`src/rtl/adxl_spi_sequencer.sv`:
```
// Command sequencer for an ADXL-style SPI accelerometer: soft-resets and configures the
// device, then periodically reads X/Y through a one-byte SPI engine and publishes block averages.
module adxl_spi_sequencer #(
  parameter int SYSCLK_FREQUENCY_HZ = 108_000_000,
  parameter int UPDATE_FREQUENCY_HZ = 100,
  parameter int NUM_READS_AVG       = 16,
  parameter int SS_GAP_CLKS         = 108,
  parameter int SRESET_WAIT_CLKS    = 54_000
) (
  input  logic        clk,
  input  logic        reset,
  output logic        spi_start,
  output logic [7:0]  spi_tx_byte,
  input  logic        spi_done,
  input  logic [7:0]  spi_rx_byte,
  output logic        ss,
  output logic [11:0] accel_x,
  output logic [11:0] accel_y,
  output logic        data_rdy,
  output logic        cfg_done
);

  localparam int TICK_PERIOD = SYSCLK_FREQUENCY_HZ / (UPDATE_FREQUENCY_HZ * NUM_READS_AVG);
  localparam int AVG_SHIFT   = $clog2(NUM_READS_AVG);
  localparam int ACC_W       = 12 + AVG_SHIFT;
  localparam int TICK_W      = (TICK_PERIOD > 2) ? $clog2(TICK_PERIOD) : 1;
  localparam int WAIT_W      = (SRESET_WAIT_CLKS > 2) ? $clog2(SRESET_WAIT_CLKS) : 1;
  localparam int GAP_W       = (SS_GAP_CLKS > 1) ? $clog2(SS_GAP_CLKS + 1) : 1;
  localparam int CNT_W       = (AVG_SHIFT > 0) ? AVG_SHIFT : 1;

  localparam logic [TICK_W-1:0] TICK_LAST = TICK_W'(TICK_PERIOD - 1);
  localparam logic [WAIT_W-1:0] WAIT_LAST = WAIT_W'(SRESET_WAIT_CLKS - 1);
  localparam logic [GAP_W-1:0]  GAP_MAX   = GAP_W'(SS_GAP_CLKS);
  localparam logic [CNT_W-1:0]  CNT_LAST  = CNT_W'(NUM_READS_AVG - 1);

  typedef enum logic [2:0] {
    CFG_SRST,
    CFG_WAIT,
    CFG_MEAS,
    IDLE,
    READ,
    ACCUM
  } state_t;

  state_t state_q, state_d;
  logic              ss_q, ss_d;
  logic              spi_start_q, spi_start_d;
  logic [7:0]        tx_q, tx_d;
  logic [2:0]        byte_idx_q, byte_idx_d;
  logic              busy_q, busy_d;
  logic [WAIT_W-1:0] wait_q, wait_d;
  logic [GAP_W-1:0]  gap_q, gap_d;
  logic [TICK_W-1:0] tick_cnt_q, tick_cnt_d;
  logic              pending_q, pending_d;
  logic [7:0]        xl_q, xl_d, yl_q, yl_d;
  logic [3:0]        xh_q, xh_d, yh_q, yh_d;
  logic signed [ACC_W-1:0] acc_x_q, acc_x_d, acc_y_q, acc_y_d;
  logic [CNT_W-1:0]  sample_cnt_q, sample_cnt_d;
  logic [11:0]       accel_x_q, accel_x_d, accel_y_q, accel_y_d;
  logic              data_rdy_q, data_rdy_d;
  logic              cfg_done_q, cfg_done_d;

  logic              tick;
  logic              gap_ok;
  logic              done_ok;
  logic [2:0]        last_idx;
  logic [11:0]       sample_x, sample_y;
  logic signed [ACC_W-1:0] sum_x, sum_y;

  // Command bytes of each transaction, indexed by position within the ss-low window.
  function automatic logic [7:0] seq_byte(input state_t st, input logic [2:0] idx);
    logic [7:0] b;
    b = 8'h00;
    case (st)
      CFG_SRST: b = (idx == 3'd0) ? 8'h0A : (idx == 3'd1) ? 8'h1F : 8'h52;
      CFG_MEAS: b = (idx == 3'd0) ? 8'h0A : (idx == 3'd1) ? 8'h2D : 8'h02;
      default:  b = (idx == 3'd0) ? 8'h0B : (idx == 3'd1) ? 8'h0E : 8'h00;
    endcase
    return b;
  endfunction

  always_ff @(posedge clk or posedge reset) begin
    if (reset) begin
      state_q      <= CFG_SRST;
      ss_q         <= 1'b1;
      spi_start_q  <= 1'b0;
      tx_q         <= 8'h00;
      byte_idx_q   <= 3'd0;
      busy_q       <= 1'b0;
      wait_q       <= '0;
      gap_q        <= '0;
      tick_cnt_q   <= '0;
      pending_q    <= 1'b0;
      xl_q         <= 8'h00;
      xh_q         <= 4'h0;
      yl_q         <= 8'h00;
      yh_q         <= 4'h0;
      acc_x_q      <= '0;
      acc_y_q      <= '0;
      sample_cnt_q <= '0;
      accel_x_q    <= 12'h000;
      accel_y_q    <= 12'h000;
      data_rdy_q   <= 1'b0;
      cfg_done_q   <= 1'b0;
    end else begin
      state_q      <= state_d;
      ss_q         <= ss_d;
      spi_start_q  <= spi_start_d;
      tx_q         <= tx_d;
      byte_idx_q   <= byte_idx_d;
      busy_q       <= busy_d;
      wait_q       <= wait_d;
      gap_q        <= gap_d;
      tick_cnt_q   <= tick_cnt_d;
      pending_q    <= pending_d;
      xl_q         <= xl_d;
      xh_q         <= xh_d;
      yl_q         <= yl_d;
      yh_q         <= yh_d;
      acc_x_q      <= acc_x_d;
      acc_y_q      <= acc_y_d;
      sample_cnt_q <= sample_cnt_d;
      accel_x_q    <= accel_x_d;
      accel_y_q    <= accel_y_d;
      data_rdy_q   <= data_rdy_d;
      cfg_done_q   <= cfg_done_d;
    end
  end

  always_comb begin
    state_d      = state_q;
    ss_d         = ss_q;
    spi_start_d  = 1'b0;
    tx_d         = tx_q;
    byte_idx_d   = byte_idx_q;
    busy_d       = busy_q;
    wait_d       = wait_q;
    gap_d        = gap_q;
    tick_cnt_d   = tick_cnt_q;
    pending_d    = pending_q;
    xl_d         = xl_q;
    xh_d         = xh_q;
    yl_d         = yl_q;
    yh_d         = yh_q;
    acc_x_d      = acc_x_q;
    acc_y_d      = acc_y_q;
    sample_cnt_d = sample_cnt_q;
    accel_x_d    = accel_x_q;
    accel_y_d    = accel_y_q;
    data_rdy_d   = 1'b0;
    cfg_done_d   = cfg_done_q;

    last_idx = (state_q == READ) ? 3'd5 : 3'd2;
    sample_x = {xh_q, xl_q};
    sample_y = {yh_q, yl_q};
    sum_x    = acc_x_q + {{AVG_SHIFT{sample_x[11]}}, sample_x};
    sum_y    = acc_y_q + {{AVG_SHIFT{sample_y[11]}}, sample_y};
    done_ok  = spi_done && busy_q;

    tick = cfg_done_q && (tick_cnt_q == TICK_LAST);
    if (cfg_done_q) begin
      tick_cnt_d = tick ? '0 : tick_cnt_q + 1'b1;
    end

    // Saturating count of cycles since ss last rose.
    if (!ss_q) begin
      gap_d = '0;
    end else if (gap_q != GAP_MAX) begin
      gap_d = gap_q + 1'b1;
    end
    gap_ok = (gap_q == GAP_MAX);

    if (tick) begin
      pending_d = 1'b1;
    end

    case (state_q)
      CFG_SRST, CFG_MEAS, READ: begin
        if (ss_q) begin
          ss_d       = 1'b0;
          tx_d       = seq_byte(state_q, 3'd0);
          byte_idx_d = 3'd0;
        end else if (!busy_q) begin
          spi_start_d = 1'b1;
          busy_d      = 1'b1;
        end else if (done_ok) begin
          busy_d = 1'b0;
          if (state_q == READ) begin
            case (byte_idx_q)
              3'd2:    xl_d = spi_rx_byte;
              3'd3:    xh_d = spi_rx_byte[3:0];
              3'd4:    yl_d = spi_rx_byte;
              3'd5:    yh_d = spi_rx_byte[3:0];
              default: ;
            endcase
          end
          if (byte_idx_q == last_idx) begin
            ss_d       = 1'b1;
            byte_idx_d = 3'd0;
            case (state_q)
              CFG_SRST: begin
                state_d = CFG_WAIT;
                wait_d  = '0;
              end
              CFG_MEAS: begin
                state_d    = IDLE;
                cfg_done_d = 1'b1;
              end
              default:  state_d = ACCUM;
            endcase
          end else begin
            byte_idx_d  = byte_idx_q + 3'd1;
            tx_d        = seq_byte(state_q, byte_idx_q + 3'd1);
            spi_start_d = 1'b1;
            busy_d      = 1'b1;
          end
        end
      end

      CFG_WAIT: begin
        if (wait_q == WAIT_LAST) begin
          state_d    = CFG_MEAS;
          ss_d       = 1'b0;
          tx_d       = seq_byte(CFG_MEAS, 3'd0);
          byte_idx_d = 3'd0;
        end else begin
          wait_d = wait_q + 1'b1;
        end
      end

      IDLE: begin
        // A launch consumes the pending tick together with any tick arriving this cycle.
        if ((tick || pending_q) && gap_ok) begin
          state_d    = READ;
          ss_d       = 1'b0;
          tx_d       = seq_byte(READ, 3'd0);
          byte_idx_d = 3'd0;
          pending_d  = 1'b0;
        end
      end

      ACCUM: begin
        state_d = IDLE;
        if (sample_cnt_q == CNT_LAST) begin
          accel_x_d    = 12'(sum_x >>> AVG_SHIFT);
          accel_y_d    = 12'(sum_y >>> AVG_SHIFT);
          data_rdy_d   = 1'b1;
          acc_x_d      = '0;
          acc_y_d      = '0;
          sample_cnt_d = '0;
        end else begin
          acc_x_d      = sum_x;
          acc_y_d      = sum_y;
          sample_cnt_d = sample_cnt_q + 1'b1;
        end
      end

      default: state_d = CFG_SRST;
    endcase
  end

  assign spi_start   = spi_start_q;
  assign spi_tx_byte = tx_q;
  assign ss          = ss_q;
  assign accel_x     = accel_x_q;
  assign accel_y     = accel_y_q;
  assign data_rdy    = data_rdy_q;
  assign cfg_done    = cfg_done_q;

endmodule

```
`config.mk`:
```
export PLATFORM = sky130hd
export DESIGN_NAME = adxl_spi_sequencer
export DESIGN_NICKNAME = d
export VERILOG_FILES = /design/src/rtl/adxl_spi_sequencer.sv
export SDC_FILE = /design/constraint.sdc
export NUM_CORES = 1
export LEC_CHECK = 0
export BUFFER_PORTS_ARGS = -buffer_cell sky130_fd_sc_hd__clkbuf_2
export CAP_MARGIN = 20
export CORE_MARGIN = 1
export CORE_UTILIZATION = 51
export DETAILED_ROUTE_END_ITERATION = 12
export PLACE_DENSITY = 0.71
export SLEW_MARGIN = 10
export SYNTH_ARGS = -nofsm -noshare
export SYNTH_HDL_FRONTEND = slang
export SYNTH_SLANG_ARGS = --single-unit
```
`constraint.sdc`:
```
create_clock -name clk -period 4.7 [get_ports clk]
set_clock_uncertainty 0.2 [all_clocks]
set_input_delay 0.94 -clock clk [delete_from_list [all_inputs] [get_ports clk]]
set_output_delay 0.94 -clock clk [all_outputs]
set_load 0.05 [all_outputs]
```
Word-level counts from Yosys, hierarchy flattened
Cells that the tools add are included.
{ "totals": {"register_bits": 144, "inputBits": 11, "wordCells": 142} }
{ "classes": {"n_addsub": 7, "eq_ne": 28, "muxes": 63, "bitwise_logic": 1, "n_reduce_logical": 22} }
{ "ops": {"columns": ["op", "count"], "rows": [
  ["$mux 16", 8],
  ["$mux 8", 6],
  ["$reduce_and 6->1", 7],
  ["$mux 3", 13],
  ["$add 16x16->16", 2],
  ["$pmux 16 s2", 1],
  ["$mux 7", 4],
  ["$pmux 8 s3", 1],
  ["$mux 1", 19],
  ["$add 17x1->17 const B", 1],
  ["$eq 17x17->1 const B", 1],
  ["$mux 17", 1],
  ["$add 16x1->16 const B", 1],
  ["$eq 16x16->1 const B", 1],
  ["$ne 2x2->1 const B", 8],
  ["$pmux 7 s2", 1],
  ["$eq 3x2->1 const B", 4],
  ["$eq 3x3->1 const B", 4],
  ["$mux 4", 3],
  ["$mux 6", 2],
  ["$pmux 3 s4", 1],
  ["$ne 3x3->1 const B", 3],
  ["$pmux 3 s3", 1],
  ["$add 7x1->7 const B", 1],
  ["22 further kinds", 27]
]} }

Longest topological paths before layout
Gate-level depths: netlist of the first run.
{ "logic_depth": {"word_depth": 10, "ltp_mapped": 9, "ltp_nobuf": 9} }

Worst setup path after synthesis of the first run
OpenSTA, ideal clock, no wires.
{ "synth_timing": {"path_type": "register to register", "startpoint": "register yl_q[0]", "endpoint": "register accel_y_q[10], in the netlist accel_y[10]", "setup_time_ns": 0.125, "arrival_time_ns": 2.291, "slack_ns": 2.084, "stages_incl_launch_ff": 9, "n_path_buf": 0, "period_less_slack_ns": 2.616, "cell_sequence": "dfrtp_1 > ha_1 > fa_1 > a211oi_1 > o21ai_0 > a211oi_1 > o21ai_0 > xor2_1 > mux2_2"} }
{ "synth_between": {"elab_chain_cells": 1} }
{ "synth_lines": {"columns": ["item", "line_no", "source"], "rows": [
  ["start: declaration", "55", "logic [7:0] xl_q, xl_d, yl_q, yl_d;"],
  ["start signal: assignment", "118", "yl_q <= yl_d;"],
  ["$add 16x16->16", "157", "sum_y = acc_y_q + {{AVG_SHIFT{sample_y[11]}}, sample_y};"],
  ["end signal: assignment", "124", "accel_y_q <= accel_y_d;"],
  ["end: declaration", "59", "logic [11:0] accel_x_q, accel_x_d, accel_y_q, accel_y_d;"]
]} }
No other way between the ends.
A chain may end at the register's enable or synchronous reset.

Worst setup path after layout of the first run
{ "layout_timing": {"startpoint": "register state_q[2]", "endpoint": "register wait_q[10]"} }
{ "layout_between": {"elab_chain_cells": 5, "elab_cells_between_ends": 16, "cone_classes": "eq/ne (10); mux (2); reduce/logical (4)"} }
{ "layout_lines": {"columns": ["item", "line_no", "source"], "rows": [
  ["start: declaration", "45", "state_t state_q, state_d;"],
  ["start signal: assignment", "106", "state_q <= state_d;"],
  ["$eq 3x3->1", "153, 177", null],
  ["$mux 3", "153", "last_idx = (state_q == READ) ? 3'd5 : 3'd2;"],
  ["$eq 3x3->1", "197", "if (byte_idx_q == last_idx) begin"],
  ["$ne 2x2->1 (no source line)", null, null],
  ["$reduce_and 7->1 (no source line)", null, null],
  ["end signal: assignment", "112", "wait_q <= wait_d;"],
  ["end: declaration", "51", "logic [WAIT_W-1:0] wait_q, wait_d;"]
]} }
Parallel ways exist; a longest one is shown, timed or not.

==> summary.txt, run 1 <==
Status
  – Status: complete, no violations

Yosys
  – Post-synth ARST share: 100%
  – Leading area contributor after synthesis: dfrtp_1
  – Post-synthesis cell type count: 62
  – Synth top cells by count: dfrtp_1, nand2_1, nor2_1, o21ai_0, ha_1
  – Synth Instances: approximately 760
  – Most frequent cell after synthesis: dfrtp_1
  – Ys flop type: dfrtp_1
  – Syn Nets: 809
  – Synth Warn #: 0
  – Top-area cell type share of the netlist area: 46.4%
  – Post-synth EDFFs: 0
  – Avg Cell Area, Syn: 10.2 sq um
  – Mapped Area: 0.00766 sq mm
  – Yosys reg bits: around 140
  – Sequential area share after synthesis: 46.7%
  – Synth area leaders: dfrtp_1, ha_1, mux2_2, nand2_1, xnor2_1

Detailed routing
  – Routed wire length: roughly 16000 microns
  – Routed length per instance: roughly 16 microns
  – Drt first-iter violations: 310
  – Residual DRC count: 0
  – Post-route antenna net violation count: 0
  – TritonRoute pass-1 iters: 5
  – Post-DR vias/cell: between 5 and 6
  – Vias: 5773

CTS
  – CTS Root Cell: clkbuf_16
  – Deepest clock path buffer count: 2
  – CTS tree: done
  – Hold buffers post-CTS: 0
  – PostCTS Resize Cnt: 0
  – Clock transition at path regs: 60 ps
  – Setup Buffers After CTS: 0
  – CTS H-tree lvls: 4
  – Clock Sinks: roughly 140
  – Worst-Skew Late Latency: 420 ps
  – Clock buffer count from CTS: 17

Timing
  – Slew @ Worst Pin: 999 ps
  – Final hold vios: 0
  – Unrepaired setup endpoints after global routing: false
  – Setup slack after layout: 1560 ps
  – Period Utilization, post-route: between 60 and 70%
  – Fin crit period: 3140 ps
  – Slew Viols, Final: 0
  – Setup TNS Final: 0 ps
  – Total setup violations reported at the end of the flow: 0
  – FMAX: 319 MHz
  – Relative slew slack: roughly 33%

Power and ir drop
  – Logic pwr share: 1.4%
  – Int Pwr: 2.06 mW
  – VDD IR-drop max: 256 uV
  – Sw frac: about 20%
  – Seq pwr share: between 40% and 50%
  – Clock share of power: roughly half
  – Power Density: 298 mW/mm^2
  – Sw Pwr: 517 uW
  – Leak pwr: 4.21 nW

Setup path
  – CP startpoint kind: register
  – Worst setup EP type: register
  – CP Max Fanout: 14
  – CP max stage cell: o31a_1
  – Setup Crit Path Kind: reg2reg
  – WP data required: 4850 ps
  – Critical path, cell by cell: nor3b_2 > mux2i_1 > o31a_1 > nor2b_1 > a311oi_1 > a41o_1
  – Max incr delay on CP: 590 ps
  – Crit path DAT: around 3300 ps

Finish
  – Fillers: 1169
  – FF+latch area: 0.00358 sq mm
  – Non-Filler Instances: around 1000
  – N_diodes: 0
  – Layout area overhead: 12.7%
  – Area occupied by multi-input gates: 0.00389 sq mm
  – Final net count: 853
  – Share of post-route cells with drive strength above 1: about 16%

Placed design
  – HPWL after DPL: 11200 microns
  – Placer congestion estimate: 0.899
  – I/O Buffers: between 40 and 50
  – Worst slack at placement: roughly 1600 ps
  – Placed insts: 964

Global routing
  – Total GRT Usage: 21.9%
  – Number of antenna violations at the first check in global routing: 0
  – Vias in the first global route: 5759
  – First-pass GRT wire length: 27500 microns
  – Total global routing overflow: 0
  – Pin count of the biggest net entering global routing: 86

Hold path
  – HP Class: reg2reg

Floorplan
  – Starting Density: 52.5%
  – # IOs: 47
  – Die area: 0.0155 sq mm
  – Die Ht: approximately 120 microns
  – Row cnt: 44
  – Die Width: 125 microns
  – Core area: 0.0146 sq mm

Run
  – MaxCap Viol Count: 0
==> worst max-delay path, delay by kind of cell, from the launching register on <==
kind	cells	cell delay [ps]
AO/OA/AOI/OAI	3	1180
flip-flops	1	550
multiplexers	1	510
AND/OR/NAND/NOR	2	620
==> through the flow <==
step	instance area [sq um]	util (%)	hold slack [ps]	total power, mW
5_1_grt	8640	59.2	321	2.66
2_1_floorplan	7670	-	250	1.28
3_5_place_dp	8070	55.3	268	1.29
3_3_place_gp	8070	55.3	258	1.29
6_report	8640	59.2	284	2.57
4_1_cts	8640	59.2	282	2.59
==> power groups by stage <==
stage / Combinational [mW] / Sequential, mW / Clock (mW)
after CTS: 0.0391 / 1.23 / 1.32
after detailed placement: 0.0392 / 1.25 / 0
after global routing: 0.0429 / 1.23 / 1.39
final: 0.0369 / 1.23 / 1.30
after floorplan: 0.0213 / 1.25 / 0
after global placement: 0.0381 / 1.25 / 0
==> flip-flops by register name, indices dropped and copies added, names as in the netlist <==
register / cells
acc_x_q: 16
acc_y_q: 16
accel_x: 12
accel_y: 12
busy_q: 1
byte_idx_q: 3
cfg_done: 1
data_rdy: 1
gap_q: 7
pending_q: 1
sample_cnt_q: 4
spi_start: 1
spi_tx_byte: 7
ss: 1
state_q: 3
tick_cnt_q: 17
wait_q: 16
xh_q: 4
xl_q: 8
yh_q: 4
yl_q: 8
==> logic make-up (layout without fill, tap and decap cells) <==
logic type,count (synthesis),count (layout),synth area share (%)
buffers and inverters,50,107,2.58
AOI/OAI and AO/OA,162,162,14.0
other,1,1,0.0489
adders and majority gates,43,43,7.22
xor gates and xnor gates,51,51,6.01
and+or+nand+nor,261,261,17.1
muxes,44,44,6.38
DFF,143,143,46.7
==> per-layer routing <==
metal	vias to the layer above	track usage, %	part of all wire [%]
met2	122	36.0	48
met1	2849	28.7	46
li1	2785	-	-
met4	0	6.31	1.2
met5	-	0	0
met3	17	5.41	4.0
==> cells in the final DEF (no fill, tap or decap), types with 14 or more instances in the layout <==
cell type / instances
a22o_1: 23
nor2_1: 55
inv_1: 25
dfrtp_1: 142
ha_1: 41
o21ai_0: 43
clkbuf_16: 17
nand2_1: 92
mux2_2: 39
clkbuf_2: 45
xnor2_1: 37
a21oi_1: 38
nor3_1: 14
nand4_1: 20
==> layout make-up <==
class | count | area share (%)
multi-input cells | 562 | 45.0
flip-flops and latches | 143 | 41.5
clock buffers | 25 | 5.62
repair buffers | 49 | 3.10
well taps | 184 | 2.67
inverters | 26 | 1.17
clock inverters | 7 | 0.985
==> worst paths after layout <==
kind | from | depth (start not counted) | slack [ps] | endpoint
setup / recovery | state_q[2] | 6 | 1560 | wait_q[10]
hold / removal | accel_x[3] | 2 | 280 | accel_x[3]
setup reg to reg | state_q[2] | 6 | 1560 | wait_q[10]
hold reg to reg | accel_x[3] | 2 | 280 | accel_x[3]
max in group asynchronous | reset | 3 | 2940 | sample_cnt_q[2]
min in group asynchronous | reset | 2 | 480 | gap_q[1]
(Power assumes the default switching activity.)
==> run 2: changes to the inputs <==
ABC_AREA = 1   (was not set)
clock period = 2.8 ns   (was 4.7 ns; I/O delays follow)
==> summary.txt, run 2 <==
CTS
  – Clock transition at path regs: 60 ps
  – Deepest clock path buffer count: 2
  – CTS H-tree lvls: 4
  – PostCTS Resize Cnt: 0
  – CTS Root Cell: clkbuf_16
  – Clock Sinks: 143
  – Hold buffers post-CTS: 0
  – Clock buffer count from CTS: 17
  – Setup Buffers After CTS: 0
  – Worst-Skew Late Latency: 420 ps
  – CTS tree: done

Power and ir drop
  – Pwr Total: 4.43 mW
  – Sw frac: 20.1%
  – Leak pwr: 4.77 nW
  – Logic pwr share: 1.6%
  – Clock share of power: 51.8%
  – Power Density: between 400 and 500 mW/mm^2
  – Seq pwr share: 46.6%
  – Sw Pwr: around 900 uW
  – VDD IR-drop max: about 440 uV
  – Int Pwr: between 3 and 4 mW

Timing
  – Hold slack: between 30 and 40 ps
  – Slew @ Worst Pin: 698 ps
  – Total setup violations reported at the end of the flow: 0
  – Setup TNS Final: 0 ps
  – Unrepaired setup endpoints after global routing: false
  – FMAX: 434 MHz
  – Relative slew slack: 53.1%
  – Slew Viols, Final: 0
  – Final hold vios: 0
  – Fin crit period: 2300 ps
  – Period Utilization, post-route: between 80 and 90%

Detailed routing
  – Drt first-iter violations: 359
  – Vias: 6668
  – Routed length per instance: 13.5 microns
  – TritonRoute pass-1 iters: 4
  – Routed wire length: 17100 microns
  – Post-route antenna net violation count: 0
  – Residual DRC count: 0
  – Post-DR vias/cell: 5.25

Setup path
  – Worst reg2reg setup slack: 500 ps
  – RR Endpoint: acc_x_q[8]
  – Setup Crit Path Kind: reg2reg
  – Crit path DAT: 2410 ps
  – CP startpoint kind: register
  – CP max stage cell: fa_1
  – CP Max Fanout: 4
  – Max incr delay on CP: 390 ps
  – Reg-to-reg critical path startpoint: xl_q[0]
  – Worst setup EP type: register
  – Critical path, cell by cell: ha_1 > inv_1 > fa_1 > o21ai_0 > nand2_1 > nand2_1 > nand2_1 > nand2_1 > nand2_1 > nand3_1 > nand2_1
  – Crit path top cell by count: nand2_1
  – WP data required: 2900 ps
  – R2R depth: 11

Yosys
  – Ys flop type: dfrtp_1
  – Leading area contributor after synthesis: dfrtp_1
  – Avg Cell Area, Syn: slightly above 8 sq um
  – Yosys reg bits: roughly 140
  – Post-synth EDFFs: 0
  – Syn Nets: 1046
  – Mapped Area: between 0.007 and 0.008 sq mm
  – Sequential area share after synthesis: approximately 45%
  – Synth Warn #: 0
  – Most frequent cell after synthesis: nand2_1
  – Synth area leaders: dfrtp_1, nand2_1, ha_1, nand3_1, inv_1
  – Top-area cell type share of the netlist area: 44.5%
  – Post-synthesis cell type count: 48
  – Synth top cells by count: nand2_1, dfrtp_1, nand3_1, inv_1, nor2_1
  – Synth Instances: 992
  – Post-synth ARST share: between 90% and 100%

Global routing
  – First-pass GRT wire length: 29700 microns
  – Total global routing overflow: 0
  – Pin count of the biggest net entering global routing: 41
  – Total GRT Usage: a little under a quarter
  – Number of antenna violations at the first check in global routing: 0
  – Vias in the first global route: 6321

Finish
  – Layout area overhead: 13.4%
  – Largest register FFs: 17
  – N_diodes: 0
  – Commonest non-fill, non-tap cell in the layout: nand2_1
  – Share of post-route cells with drive strength above 1: 11.3%
  – Reg with most FFs: tick_cnt_q
  – Fillers: 1368
  – Final net count: 1101
  – Commonest non-fill, non-tap cells in the layout: nand2_1, dfrtp_1, nand3_1

Placed design
  – Placer congestion estimate: roughly 0.94
  – HPWL after DPL: 12300 microns
  – I/O Buffers: between 40 and 50

Run
  – MaxCap Viol Count: 0

Floorplan
  – Core area: 0.0153 sq mm
  – Die Ht: 127 microns
  – Starting Density: a little over half
  – Row cnt: 45
  – # IOs: 47
  – Die area: 0.0162 sq mm
  – Die Width: 127 microns

Hold path
  – HP Class: in2async

Status
  – Status: complete, no violations
## run 2: changes by cell type after synthesis, sizes merged, moves of 10 or more
cell | previous run | this run
nor3 | 14 | 25
inv | 26 | 97
nor2 | 55 | 73
nand2 | 92 | 286
mux2 | 39 | 0
nand3 | 13 | 92
clkbuf | 17 | 6
and2 | 11 | 1
a22o | 23 | 6
o21ai | 43 | 69
xor2 | 13 | 23
xnor2 | 37 | 6
a21oi | 38 | 48
## run 2: layout make-up
cell class / instances / area, sq um / share of cell area [%]
Clock inverter: 6 / 108 / 1.19
Timing Repair Buffer: 53 / 323 / 3.56
Sequential cell: 143 / 3580 / 39.5
Inverter: 97 / 370 / 4.09
Tap cell: 211 / 264 / 2.91
Clock buffer: 24 / 482 / 5.32
Multi-Input combinational cell: 735 / 3930 / 43.4
## run 2: how the worst max path moves through the flow
stage,from,depth (start not counted),to
6_report,xl_q[0],11,acc_x_q[8]
2_1_floorplan,reset,1,acc_x_q[0]
5_1_grt,wait_q[0],10,spi_tx_byte[0]
4_1_cts,wait_q[0],10,spi_tx_byte[4]
3_3_place_gp,xl_q[0],10,acc_x_q[10]
3_5_place_dp,wait_q[0],10,spi_tx_byte[4]
## run 2: per-stage QoR
stage / instance area, sq um / util (%) / setup WS, ps / instances
detailed placement: 8470 / 55.5 / 532 / 1239
CTS: 9060 / 59.4 / 518 / 1269
global route: 9060 / 59.4 / 281 / 1269
global placement: 8470 / 55.5 / 573 / 1239
finish: 9060 / 59.4 / 497 / 1269
floorplan: 7990 / - / 250 / 992
## run 2: worst max-delay path, delay by kind of cell, from the launching register on
family	cells	cell delay, ps
buffers and inverters	1	50
AO/OA/AOI/OAI	1	340
flip-flops	1	360
adder cells (fa/ha/maj)	2	560
AND/OR/NAND/NOR	7	670
## run 2: logic make-up (layout without fill, tap and decap cells)
group,after synthesis,in the layout,share of synthesized area [%]
buffers and inverters,114,180,5.92
flip-flops,143,143,44.8
AO/OA/AOI/OAI,150,150,11.0
XOR/XNOR,29,29,3.18
other,1,1,0.0470
adder cells (fa/ha/maj),43,43,6.93
AND/OR/NAND/NOR,512,512,28.0
## run 2: metal layers
layer | part of all wire, % | up-vias | global-route usage (%)
met5 | 0 | - | 0
met4 | 1.4 | 0 | 7.21
met3 | 3.5 | 20 | 4.52
met2 | 47 | 108 | 37.2
met1 | 49 | 3145 | 31.2
li1 | - | 3395 | -
## run 2: power by group through the flow
stage / clock (mW) / combinational, mW / sequential (mW)
after floorplan: 0 / 0.0379 / 2.10
after global placement: 0 / 0.0739 / 2.10
after detailed placement: 0 / 0.0738 / 2.10
after CTS: 2.32 / 0.0739 / 2.07
after global routing: 2.41 / 0.0819 / 2.07
final: 2.30 / 0.0696 / 2.07
